[src/rtl/load_master_pattern.sv]
// rtl/load_master_pattern.sv - secret 4-slot master pattern loader with LOADING/LOCKED control
// Optional macro LOAD_MASTER_UNIQUE_SHAPES_EN rejects a shape already held by another loaded slot.
module load_master_pattern (
  input  logic        clock,
  input  logic        reset,
  input  logic [2:0]  LoadShape,
  input  logic [1:0]  ShapeLocation,
  input  logic        loadingShape,
  input  logic        startGame,
  output logic [11:0] masterPattern,
  output logic        masterLoaded
);

  typedef enum logic {
    LOADING = 1'b0,
    LOCKED  = 1'b1
  } state_t;

  state_t     state;
  logic [3:0] slotMask;
  logic [3:0] slotBase;
  logic       shapeValid;
  logic       dupHit;
  logic       writeOk;

  assign slotBase   = {2'b00, ShapeLocation} * 4'd3;
  assign shapeValid = (LoadShape != 3'b000) && (LoadShape != 3'b111);

`ifdef LOAD_MASTER_UNIQUE_SHAPES_EN
  // Rewriting a slot with its own value is not a duplicate, so the target slot is skipped.
  always_comb begin
    dupHit = 1'b0;
    for (int i = 0; i < 4; i++) begin
      if ((2'(i) != ShapeLocation) && slotMask[i] &&
          (masterPattern[3*i +: 3] == LoadShape)) begin
        dupHit = 1'b1;
      end
    end
  end
`else
  assign dupHit = 1'b0;
`endif

  assign writeOk      = loadingShape && shapeValid && !dupHit;
  assign masterLoaded = &slotMask;

  always_ff @(posedge clock) begin
    if (reset) begin
      state         <= LOADING;
      masterPattern <= 12'h000;
      slotMask      <= 4'b0000;
    end else begin
      case (state)
        LOADING: begin
          // startGame wins over a simultaneous write even when the pattern is incomplete.
          if (startGame) begin
            if (&slotMask) begin
              state <= LOCKED;
            end
          end else if (writeOk) begin
            masterPattern[slotBase +: 3] <= LoadShape;
            slotMask[ShapeLocation]      <= 1'b1;
          end
        end
        LOCKED: begin
          if (startGame) begin
            masterPattern <= 12'h000;
            slotMask      <= 4'b0000;
            state         <= LOADING;
          end
        end
        default: state <= LOADING;
      endcase
    end
  end

endmodule

[config.mk]
export PLATFORM = sky130hd
export DESIGN_NAME = load_master_pattern
export DESIGN_NICKNAME = d
export VERILOG_FILES = /design/src/rtl/load_master_pattern.sv
export SDC_FILE = /design/constraint.sdc
export NUM_CORES = 1
export LEC_CHECK = 0
export BUFFER_PORTS_ARGS = -buffer_cell sky130_fd_sc_hd__buf_2
export CAP_MARGIN = 20
export CORE_MARGIN = 8
export CORE_UTILIZATION = 51
export CTS_BUF_LIST = sky130_fd_sc_hd__clkbuf_16
export CTS_CLUSTER_DIAMETER = 200
export DETAILED_ROUTE_END_ITERATION = 6
export MAX_ROUTING_LAYER = met4
export PLACE_DENSITY = 0.74
export RECOVER_POWER = 50
export SYNTH_ARGS = -nofsm -noshare
export SYNTH_HDL_FRONTEND = slang
export SYNTH_SLANG_ARGS = --single-unit
[constraint.sdc]
create_clock -name clock -period 1.9 [get_ports clock]
set_input_delay 0.57 -clock clock [delete_from_list [all_inputs] [get_ports clock]]
set_output_delay 0.57 -clock clock [all_outputs]
set_load 0.01 [all_outputs]
==> run_results.csv <==
group,metric,value,unit
synth,yosys_warnings,0,
critical_path,r2r_start,"state$_SDFF_PP0_",
synth,synth.distinct_cells,29,
clocking,cts_num_sinks,17,
sta,fmax,560.1,MHz
place,port_buffers,21,
clocking,clkTransAtPathRegs,0.05,ns
layout,area_growth,29.00,%
power,p_sw_frac,0.2156,
clocking,postCtsSetupBuffers,0,
power,p_per_area,738.7,nW/µm²
clocking,cts_made_buffers,3,
floorplanning,fp.dieArea,3405,µm²
sta,rsz0062_at_grt,"false",
critical_path,arrival,1.92,ns
critical_path,cp.required,2.04,ns
min_path,hold_class,"flip-flop to flip-flop",
critical_path,r2r_slack,0.18,ns
critical_path,worstRegToRegCells,4,
routing,routedWlPerCell,15.08,µm
power,power.leakage,0.0004746,µW
global_route,grt.overflow.total,0,
power,p_comb_frac,0.112,
clocking,cts_buffer_depth,2,
critical_path,cp_max_fo,12,
critical_path,r2r-end,"masterPattern[3]$_SDFFE_PP0P_",
sta,period_minus_slack,1.785,ns
layout,final_nets,143,
critical_path,worstSetupPathType,"primary input to flip-flop",
sta,slew_headroom,0.5359,
sta,min_period_over_period,0.9397,
clocking,cts_hold_buf,0,
power,ir_worst_vdd,743.0,µV
sta,slew_viol_final,0,
power,power_frac_seq,0.415,
power,power.switching,187.9,µW
sta,holdWs,0.4616,ns
routing,drcViolationCount,0,
layout,n_antenna_cell,0,
layout,final-instance-count-excl-fill,151,
global_route,grt_antenna_before_repair,0,
place,gp_congestion,0.8575,
sta,fin_skew,0.002523,ns
power,p_int,683.7,µW
place,dpl.hpwl,1682,µm
routing,first_pass_iters,4,
global_route,grt_util_all_layers,0.1406,
floorplanning,row_count,15,
clocking,insertion_delay,0.24,ns
routing,drt-initial-drc-count,13,
min_path,hp-start,"slotMask[0]$_SDFFE_PP0P_",
layout,layout-drive-gt1-share,0.2698,
layout,final_common_cell,"dfxtp_1",
synth,synth.yosys.seq_area_share,0.3721,
synth,syn-num-nets,107,
floorplanning,die_w,58.35,µm
synth,ys_ff_latch,17,
power,clockPowerShare,0.473,
synth,syn_area,914.6,µm²
clocking,cts_tree,"yes",
routing,via_count,847,
outcome,status,"completed",
global_route,grt_max_degree,13,
synth,syn_avg_cell_area,10.05,µm²
min_path,holdPathEnd,"slotMask[0]$_SDFFE_PP0P_",
clocking,cts-root-buf,"clkbuf_16",
job,drv_cap,0,
floorplanning,core_area,1708,µm²
global_route,grt_pass1_vias,800,
layout,final_cell_mix,"17 x dfxtp_1, 14 x buf_4, 13 x clkbuf_1",
place,placed_cells,147,
floorplanning,die_h,58.35,µm
min_path,min_path_cells,2,
sta,worst_pin_slew,0.6935,ns
floorplanning,io_pins,22,
synth,synthCells,91,
critical_path,crit_path_end_kind,"flip-flop",
global_route,grt_pass1_wl,3650,µm
routing,wirelength,2277,µm
routing,avgViaCountPerCell,5.609,
clocking,cts_resized,0,
critical_path,startpoint_type,"primary input",
sta,report.final.setup_viol,0,
floorplanning,start_util,0.5355,
clocking,htree_levels,1,
power,p_total,871.6,µW
sta,hold_viol_final,0,
routing,antenna_left,0,
-- metal layers --
metal / track usage / part of all wire / vias to the layer above
li1: - / - / 428
met1: 0.1648 / 0.46 / 390
met2: 0.2189 / 0.48 / 25
met3: 0.03261 / 0.054 / 4
met4: 0.07343 / 0.012 / 0
met5: - / 0 / -
-- power groups by stage --
stage	registers, µW	clock network, µW	logic (µW)
floorplan	369	0	48.6
global placement	369	0	94.8
detailed placement	369	0	96.5
CTS	362	415	97.9
global route	362	430	107
finish	362	412	97.7
-- critical path, cell delays in order --
cell,delay (ns)
clkbuf_1,0.17
or3_1,0.22
a31oi_4,0.18
or3_4,0.42
o41ai_1,0.36
-- stage by stage --
step / utilization / setup TNS, ns / worst slack, ns / cell area, µm²
after floorplan: - / 0 / 0.1526 / 914.6
after detailed placement: 0.6571 / -0.1372 / -0.07683 / 1122
final: 0.6908 / 0 / 0.1146 / 1180
after global placement: 0.6571 / -0.07740 / -0.06019 / 1122
after global routing: 0.6908 / 0 / 0.03848 / 1180
after CTS: 0.7033 / 0 / 0.1646 / 1201
-- cell families after synthesis --
kind of cell | share of synthesized area
AND/OR/NAND/NOR | 0.2298
buffers and inverters | 0.05334
AO/OA/AOI/OAI | 0.2490
flip-flops | 0.3721
adder cells (fa/ha/maj) | 0.09575
-- sequential cells by signal, summed over array words and instances (netlist names) --
register	flops
slotMask	4
state	1
masterPattern	12
-- Yosys cell counts --
| cell type | number | area, µm² |
|---|---|---|
| or2b_1 | 1 | 7.510 |
| a31oi_4 | 1 | 21.27 |
| clkbuf_1 | 1 | 3.750 |
| a22o_1 | 3 | 26.28 |
| o41ai_1 | 3 | 26.28 |
| a31o_2 | 3 | 26.28 |
| inv_2 | 1 | 3.750 |
| o311ai_0 | 7 | 61.31 |
| nand2b_1 | 1 | 6.260 |
| nor2b_4 | 1 | 13.76 |
| or3_4 | 4 | 45.04 |
| and4_1 | 2 | 17.52 |
| a21oi_1 | 1 | 5.000 |
| o31ai_1 | 4 | 30.03 |
| nor2_1 | 8 | 30.03 |
| buf_4 | 1 | 7.510 |
| nor4_1 | 2 | 12.51 |
| a31oi_1 | 5 | 31.28 |
| nand4bb_1 | 1 | 11.26 |
| buf_6 | 2 | 22.52 |
| or3_1 | 2 | 12.51 |
| nand4b_1 | 2 | 17.52 |
| and3_1 | 1 | 6.260 |
| ha_1 | 7 | 87.58 |
| nand2_1 | 4 | 15.01 |
| nand3_1 | 2 | 10.01 |
| dfxtp_1 | 17 | 340.3 |
| nor3_1 | 1 | 5.000 |
| inv_1 | 3 | 11.26 |
-- area by class of cell --
type | count | area [µm²]
Fill cell | 145 | 528.0
Multi-Input combinational cell | 66 | 520.5
Sequential cell | 17 | 340.3
Timing Repair Buffer | 35 | 193.9
Clock buffer | 3 | 75.07
Tap cell | 25 | 31.28
Inverter | 4 | 15.01
Clock inverter | 1 | 3.754
-- worst max-delay path by stage --
stage,from,to,slack [ns],cells after the start
CTS,ShapeLocation[0],masterPattern[8]$_SDFFE_PP0P_,0.16,7
global route,LoadShape[0],masterPattern[8]$_SDFFE_PP0P_,0.04,5
global placement,ShapeLocation[0],masterPattern[8]$_SDFFE_PP0P_,-0.06,7
floorplan,ShapeLocation[0],masterPattern[3]$_SDFFE_PP0P_,0.15,6
detailed placement,ShapeLocation[0],masterPattern[8]$_SDFFE_PP0P_,-0.08,7
finish,LoadShape[0],masterPattern[8]$_SDFFE_PP0P_,0.11,5
Note: power is estimated with default switching activity, not from simulation.
